### src/rtl/nor_gate_arbiter.sv
// Round-robin arbiter that time-shares one W-bit NOR array among N requesters.
// Operands are registered toward the array at grant; the result is captured one edge later.
//
// state | meaning
// IDLE  | waiting for any req; picks a winner and launches operands
// EVAL  | shared array settling; capture nor_y and pulse rsp_valid
module nor_gate_arbiter #(
  parameter int N = 4,
  parameter int W = 8
) (
  input  logic           clk,
  input  logic           rst_n,
  input  logic [N-1:0]   req,
  input  logic [N*W-1:0] a_in,
  input  logic [N*W-1:0] b_in,
  output logic [N-1:0]   gnt,
  output logic [N-1:0]   rsp_valid,
  output logic [W-1:0]   rsp_y,
  output logic [W-1:0]   nor_a,
  output logic [W-1:0]   nor_b,
  input  logic [W-1:0]   nor_y,
  output logic           busy
);

  localparam int IW = (N > 1) ? $clog2(N) : 1;

  typedef enum logic {IDLE = 1'b0, EVAL = 1'b1} state_e;

  state_e        state_q, state_d;
  logic [IW-1:0] last_gnt_q, last_gnt_d;
  logic [N-1:0]  gnt_q, gnt_d;
  logic [N-1:0]  rsp_valid_q, rsp_valid_d;
  logic [W-1:0]  rsp_y_q, rsp_y_d;
  logic [W-1:0]  nor_a_q, nor_a_d;
  logic [W-1:0]  nor_b_q, nor_b_d;

  logic          win_found;
  logic [IW-1:0] win_idx;
  logic [N-1:0]  win_oh;
  logic [W-1:0]  sel_a, sel_b;

  // First pass covers indices above the last winner, second pass wraps to the bottom.
  always_comb begin
    win_found = 1'b0;
    win_idx   = '0;
    win_oh    = '0;
    for (int i = 0; i < N; i++) begin
      if (!win_found && req[i] && (IW'(i) > last_gnt_q)) begin
        win_found = 1'b1;
        win_idx   = IW'(i);
        win_oh[i] = 1'b1;
      end
    end
    for (int i = 0; i < N; i++) begin
      if (!win_found && req[i]) begin
        win_found = 1'b1;
        win_idx   = IW'(i);
        win_oh[i] = 1'b1;
      end
    end
  end

  always_comb begin
    sel_a = '0;
    sel_b = '0;
    for (int i = 0; i < N; i++) begin
      if (win_oh[i]) begin
        sel_a = a_in[i*W +: W];
        sel_b = b_in[i*W +: W];
      end
    end
  end

  always_ff @(posedge clk or negedge rst_n) begin
    if (!rst_n) begin
      state_q     <= IDLE;
      last_gnt_q  <= IW'(N - 1);
      gnt_q       <= '0;
      rsp_valid_q <= '0;
      rsp_y_q     <= '0;
      nor_a_q     <= '0;
      nor_b_q     <= '0;
    end else begin
      state_q     <= state_d;
      last_gnt_q  <= last_gnt_d;
      gnt_q       <= gnt_d;
      rsp_valid_q <= rsp_valid_d;
      rsp_y_q     <= rsp_y_d;
      nor_a_q     <= nor_a_d;
      nor_b_q     <= nor_b_d;
    end
  end

  always_comb begin
    state_d = state_q;
    case (state_q)
      IDLE:    if (win_found) state_d = EVAL;
      EVAL:    state_d = IDLE;
      default: state_d = IDLE;
    endcase
  end

  // gnt_q still holds the winner's one-hot during EVAL, so it doubles as the response target.
  always_comb begin
    last_gnt_d  = last_gnt_q;
    gnt_d       = '0;
    rsp_valid_d = '0;
    rsp_y_d     = rsp_y_q;
    nor_a_d     = nor_a_q;
    nor_b_d     = nor_b_q;
    case (state_q)
      IDLE: begin
        if (win_found) begin
          gnt_d      = win_oh;
          last_gnt_d = win_idx;
          nor_a_d    = sel_a;
          nor_b_d    = sel_b;
        end
      end
      EVAL: begin
        rsp_y_d     = nor_y;
        rsp_valid_d = gnt_q;
      end
      default: ;
    endcase
  end

  assign gnt       = gnt_q;
  assign rsp_valid = rsp_valid_q;
  assign rsp_y     = rsp_y_q;
  assign nor_a     = nor_a_q;
  assign nor_b     = nor_b_q;
  assign busy      = (state_q == EVAL);

endmodule

### config.mk
export PLATFORM = sky130hd
export DESIGN_NAME = nor_gate_arbiter
export DESIGN_NICKNAME = d
export VERILOG_FILES = /design/src/rtl/nor_gate_arbiter.sv
export SDC_FILE = /design/constraint.sdc
export NUM_CORES = 1
export LEC_CHECK = 0
export ABC_AREA = 1
export CAP_MARGIN = 20
export CORE_MARGIN = 1
export CORE_UTILIZATION = 40
export CTS_CLUSTER_DIAMETER = 80
export DETAILED_ROUTE_END_ITERATION = 7
export GPL_ROUTABILITY_DRIVEN = 0
export PLACE_DENSITY = 0.79
export SYNTH_ARGS = -nofsm -noshare
export SYNTH_HDL_FRONTEND = slang
export SYNTH_SLANG_ARGS = --single-unit
### constraint.sdc
create_clock -name clk -period 2.3 [get_ports clk]
set_clock_uncertainty 0.05 [all_clocks]
set_input_delay 0.23 -clock clk [delete_from_list [all_inputs] [get_ports clk]]
set_output_delay 0.23 -clock clk [all_outputs]
set_load 0.05 [all_outputs]
==> run_results.csv, run 1 <==
group,metric,value,unit
yosys,synth_top_family_by_area,"simple AND/OR/NAND/NOR gates",
clock_network,cts_buffers,5,
finish,seq_area,878,µm²
run_status,outcome,"complete, no violations",
yosys,syn_area,0.00218,mm²
yosys,muxShareOfSynthArea,0,%
die,fp.dieW,75.9,µm
pwr,vdd_drop_max,0.629,mV
yosys,yosys_warnings,0,
pwr,power_density,1300,mW/mm²
timing,hold_viol_final,0,
detailed_routing,drtPass1Iterations,4,
timing,final.setup.worst_slack,0.395,ns
setup_path,path_max_fanout,33,
yosys,syn_inst,308,
timing,setup_viol,0,
detailed_routing,drc,0,
detailed_routing,vias,2203,
yosys,syn_nets,386,
setup_path,reg2reg_slack,0.39,ns
job,max-cap-violations,0,
yosys,yosys_register_bits,35,
timing,setup_tns,0,ns
min_path,hold_path_class,"reg -> reg",
global_route,antenna_found_initial,0,
detailed_routing,drt_iter0_drc,67,
setup_path,worstSetupEndpointType,"flop",
setup_path,start_kind,"flop",
global_route,gr-usage-all-layers,21.2,%
placement,dp_hpwl,4190,µm
timing,rsz0062_at_grt,"no",
setup_path,critPathMaxStageDelay,0.55,ns
timing,drv_slew,0,
yosys,avgSynthCellArea,7.09,µm²
yosys,synth_cell_types,26,
yosys,synth-adder-area-share,0,%
global_route,grt_remaining_overflow,0,
timing,slew_headroom,48.0,%
die,die_y,75.9,µm
global_route,grt_max_degree,36,
clock_network,cts_resized,0,
timing,fin_crit,1.91,ns
timing,fin_crit_sh,82.8,%
yosys,ys_seq_area_share,40.2,%
pwr,p_leak,0.00178,µW
finish,final_nets,496,
placement,dp_slack,0.260,ns
die,die_area,0.00576,mm²
setup_path,worstPathCellList,"inv_1, nand2_2, nand3_4, nor2_4, nand4_1, nand2_2, buf_12, inv_1, o21ai_0",
clock_network,clock_latency,0.28,ns
detailed_routing,avgRoutedWirePerCell,11.9,µm
yosys,synth_compound_area_share,6.42,%
timing,tightest_slew,0.781,ns
yosys,synth-simple-area-share,40.7,%
clock_network,clock_sinks,35,
die,io_pins,111,
clock_network,cts_tree,"yes",
placement,post-place-cells,480,
setup_path,r2r-start,"last_gnt_q[1]$_DFFE_PN1P_",
finish,antenna_cells,0,
detailed_routing,avgViaCountPerCell,4.51,
global_route,grt_pass1_wl,9100,µm
placement,port_buffers,110,
timing,max_freq,0.525,GHz
timing,fin_worst_hold_slack,0.416,ns
finish,synthToLayoutAreaGrowth,58.1,%
detailed_routing,antenna_left,0,
yosys,synth-xor-area-share,0,%
min_path,hold_start,"gnt[2]$_DFF_PN0_",
die,core_region_area,0.00517,mm²
setup_path,cp.required,2.45,ns
detailed_routing,finalWirelength,5840,µm
global_route,grt_pass1_vias,2046,
clock_network,cts_root_buf,"clkbuf_8",
clock_network,clkTransAtPathRegs,0.08,ns
finish,multiInputGateArea,0.00103,mm²
setup_path,arrival,2.05,ns
finish,layout-drive-gt1-share,8.83,%
die,initial_utilization,42.2,%
clock_network,cts_max_level,2,
finish,final_cells,489,
setup_path,cp-startpoint,"last_gnt_q[1]$_DFFE_PN1P_",
setup_path,cp_slowest_cell,"dfstp_2",
setup_path,path_class,"reg -> reg",
finish,n_fill_cell,462,
die,fp-row-count,26,
clock_network,cts_max_path_buffers,2,
-- layout make-up --
cell class                 instances  area share, %
inverter                          46           5.22
clock buffer                       5           1.99
clock inverter                     3           1.96
multi-input combinational        216           29.8
sequential                        35           25.4
tap                               70           2.54
timing repair buffer             114           33.1
-- where the power goes --
| group | internal (µW) | switching, µW | leakage [µW] |
|---|---|---|---|
| registers | 900 | 146 | 0.000433 |
| clock network | 432 | 237 | 0.0000644 |
| logic | 953 | 1830 | 0.00128 |
| total | 2290 | 2210 | 0.00178 |
-- worst max-delay path, delay by kind of cell, from the launching register on --
kind,cells,cell delay [ns]
buffers and inverters,3,0.38
AND/OR/NAND/NOR,5,0.62
AO/OA/AOI/OAI,1,0.22
flip-flops,1,0.55
-- synth_stat cells --
master / number / area, µm²
nand2_1: 159 / 597
inv_1: 44 / 165
dfrtp_1: 33 / 826
a21oi_1: 17 / 85.1
nand3_2: 11 / 110
nand3_1: 7 / 35.0
buf_4: 4 / 30.0
o21ai_0: 4 / 20.0
buf_6: 3 / 33.8
nand2_2: 3 / 18.8
nand4_1: 3 / 18.8
nor2_1: 3 / 11.3
clkbuf_1: 2 / 7.51
dfstp_2: 2 / 52.6
nor2_4: 2 / 22.5
a41oi_2: 1 / 16.3
buf_12: 1 / 20.0
buf_2: 1 / 5.00
clkinv_1: 1 / 3.75
inv_8: 1 / 11.3
nand2_4: 1 / 11.3
nand2_8: 1 / 20.0
nand3_4: 1 / 17.5
nand4_4: 1 / 21.3
nor3_1: 1 / 5.00
o21bai_4: 1 / 18.8
-- flip-flops by register name, indices dropped and copies added, names as in the netlist --
register and count:
busy 1, gnt 4, last_gnt_q 2, nor_a 8, nor_b 8, rsp_valid 4, rsp_y 8
-- stage by stage --
stage                     power [µW]  utilization, %  instance area, µm²
after CTS                       4540            66.7                3450
after global routing            4820            66.7                3450
after floorplan                 3000               -                2180
after global placement          3800            63.9                3310
final                           4500            66.7                3450
after detailed placement        3860            63.9                3310
-- what timing repair did --
| action | in CTS | in global routing |
|---|---|---|
| buffers inserted | 0 | 0 |
| hold buffers | 1 | 0 |
| endpoints found under the setup margin | 0 | 0 |
| endpoints found under the hold margin | 25 | 0 |
-- path summary, 6_finish.rpt --
check / end / cells past startpoint
max reg2reg: last_gnt_q[1]$_DFFE_PN1P_ / 9
max: last_gnt_q[1]$_DFFE_PN1P_ / 9
max in group asynchronous: nor_a[6]$_DFFE_PN0P_ / 2
min in group asynchronous: nor_b[5]$_DFFE_PN0P_ / 2
min reg2reg: rsp_valid[2]$_DFF_PN0_ / 2
min: rsp_valid[2]$_DFF_PN0_ / 2
-- cell families (layout without fill, tap and decap cells) --
family	Yosys count	count (layout)
AOI/OAI and AO/OA	23	23
DFF	35	35
buffers and inverters	57	168
and+or+nand+nor	193	193
-- placed cells by master, fill, tap and decap left out, types with 2 or more instances in the layout --
cell type / count
nand2_1: 159
clkdlybuf4s50_1: 109
inv_1: 44
dfrtp_1: 33
a21oi_1: 17
nand3_2: 11
nand3_1: 7
clkbuf_8: 5
o21ai_0: 4
nand2_2: 3
nor2_1: 3
nand4_1: 3
nor2_4: 2
bufinv_16: 2
dfstp_2: 2
buf_4: 2
-- routing by layer --
layer  global-route usage (%)  vias up  part of all wire, %
li1                         -     1145                    -
met1                     24.7      976                   42
met2                     38.6       80                   50
met3                     5.82        2                  7.1
met4                     4.94        0                 0.63
met5                        0        -                    0
No activity file was read; power rests on OpenSTA's default activity.
==> run 2: changes to the inputs <==
==> constraint.sdc (replaced) <==
create_clock -name clk -period 1.8 [get_ports clk]
set_clock_uncertainty 0.05 [all_clocks]
set_input_delay 0.18 -clock clk [delete_from_list [all_inputs] [get_ports clk]]
set_output_delay 0.18 -clock clk [all_outputs]
set_load 0.05 [all_outputs]
==> run_results.csv, run 2 (synthesis results as in run 1) <==
group,metric,value,unit
min_path,hold_path_class,"in -> reg",
setup_path,cp.required,1.98,ns
finish,layout-drive-gt1-share,14.1,%
setup_path,path_max_fanout,6,
run_status,outcome,"complete, but fails checks",
pwr,pwr-share-comb,67.8,%
global_route,grt-busiest-layer,"met2",
clock_network,cts_buffers,5,
timing,fin_crit_sh,101,%
detailed_routing,finalWirelength,6240,µm
clock_network,clkTransAtPathRegs,0.08,ns
timing,drv_slew,0,
clock_network,cts_max_level,2,
pwr,vdd_drop_max,0.852,mV
detailed_routing,avgRoutedWirePerCell,12.2,µm
detailed_routing,drc,0,
finish,final_nets,518,
global_route,met1_usage,26.0,%
pwr,switchingPower,2960,µW
global_route,grt_max_degree,36,
clock_network,cts_tree,"yes",
pwr,power,5920,µW
placement,dp_hpwl,4290,µm
global_route,met2_usage,36.5,%
timing,fin_crit,1.82,ns
detailed_routing,antenna_left,0,
pwr,swShare,50.0,%
timing,tightest_slew,0.763,ns
finish,synthToLayoutAreaGrowth,68.3,%
detailed_routing,drtPass1Iterations,4,
placement,post-place-cells,486,
clock_network,clock_latency,0.29,ns
die,initial_utilization,42.2,%
die,core_region_area,0.00517,mm²
global_route,grt_pass1_wl,9230,µm
timing,rsz0062_at_grt,"yes",
detailed_routing,drt_iter0_drc,88,
setup_path,path_class,"reg -> reg",
finish,stdcell_area,0.00367,mm²
pwr,p_int,2960,µW
detailed_routing,vias,2339,
global_route,use_met3,4.63,%
clock_network,cts_max_path_buffers,2,
finish,final_cell_mix,"158 x nand2_1, 108 x clkdlybuf4s50_1, 43 x inv_1, 33 x dfrtp_1",
finish,fin_util,71.0,%
timing,setup_tns,-0.118,ns
timing,slew_headroom,49.1,%
global_route,gr-usage-all-layers,21.5,%
run_status,violations,"setup timing",
setup_path,worstSetupEndpointType,"flop",
finish,final_common_cell,"nand2_1",
pwr,pwr-share-seq,22.6,%
pwr,p_clk_share,9.6,%
setup_path,arrival,2.00,ns
clock_network,cts_root_buf,"clkbuf_8",
global_route,antenna_found_initial,0,
die,io_pins,111,
die,fp.dieW,75.9,µm
timing,setup_viol,10,
job,max-cap-violations,0,
setup_path,start_kind,"flop",
timing,hold_viol_final,0,
finish,final_cells,511,
setup_path,reg2reg_slack,-0.02,ns
placement,placed_cell_area,0.00339,mm²
timing,max_freq,0.550,GHz
die,die_y,75.9,µm
global_route,grt_remaining_overflow,0,
placement,port_buffers,110,
detailed_routing,avgViaCountPerCell,4.58,
die,die_area,0.00576,mm²
die,fp-row-count,26,
timing,final.setup.worst_slack,-0.0197,ns
pwr,power_density,1610,mW/mm²
pwr,p_leak,0.00190,µW
clock_network,clock_sinks,35,
global_route,grt_pass1_vias,2078,
finish,antenna_cells,0,
run 2: changes by cell type in the layout (fill, tap and decap cells not counted), sizes merged:
cell	change
clkinvlp	+1
buf	+22
bufinv	-2
clkinv	+1
clkdlybuf4s50	-1
nand2	+1
run 2: area by class of cell:
class,count,area [µm²]
timing repair buffer,135,1370
clock inverter,3,20.0
tap,70,87.6
inverter,46,180
fill,406,1500
multi-input combinational,217,1070
clock buffer,5,68.8
sequential,35,878
run 2: what timing repair did:
item / CTS / global route
hold buffers: 1 / 0
endpoints found under the hold margin: 33 / 0
gates cloned: 0 / 1
buffers inserted: 1 / 14
setup endpoints to repair: 16 / 18
gates resized for setup: 1 / 11
pin swaps: 1 / 10
run 2: stage by stage:
stage | setup slack, ns | hold slack (ns)
floorplan | 0.0686 | -0.166
global placement | -0.0381 | 0.258
detailed placement | -0.140 | 0.257
CTS | 0.00828 | 0.380
global route | -0.146 | 0.392
finish | -0.0197 | 0.386
run 2: layer usage:
metal  share of wire (%)  vias to the layer above
li1                    -                     1197
met1                  42                     1017
met2                  48                      109
met3                 7.4                       16
met4                 1.8                        0
met5                   0                        -
run 2: path summary, 6_finish.rpt:
path | from | to | cells after the start
max | last_gnt_q[1]$_DFFE_PN1P_ | nor_b[2]$_DFFE_PN0P_ | 11
min | nor_y[2] | rsp_y[2]$_DFFE_PN0P_ | 3
max reg2reg | last_gnt_q[1]$_DFFE_PN1P_ | nor_b[2]$_DFFE_PN0P_ | 11
min reg2reg | gnt[3]$_DFF_PN0_ | rsp_valid[3]$_DFF_PN0_ | 2
max in group asynchronous | rst_n | nor_b[0]$_DFFE_PN0P_ | 2
min in group asynchronous | rst_n | nor_b[2]$_DFFE_PN0P_ | 2
run 2: power groups by stage:
stage	registers, µW	clock network (µW)	logic, µW
2_1_floorplan	2440	0	1390
3_3_place_gp	1340	0	3630
3_5_place_dp	1340	0	3700
4_1_cts	1330	580	3750
5_1_grt	1380	606	4350
6_report	1340	568	4010
run 2: worst max-delay path, stage by stage (launching register included):
cell     delay (ns)
dfstp_2        0.57
nand2_2        0.08
nand2_4        0.10
nand3_4        0.10
nor2_4         0.14
nand4_1        0.11
nand2_2        0.15
buf_12         0.14
buf_4          0.13
buf_4          0.10
nand2_1        0.04
nand2_1        0.06
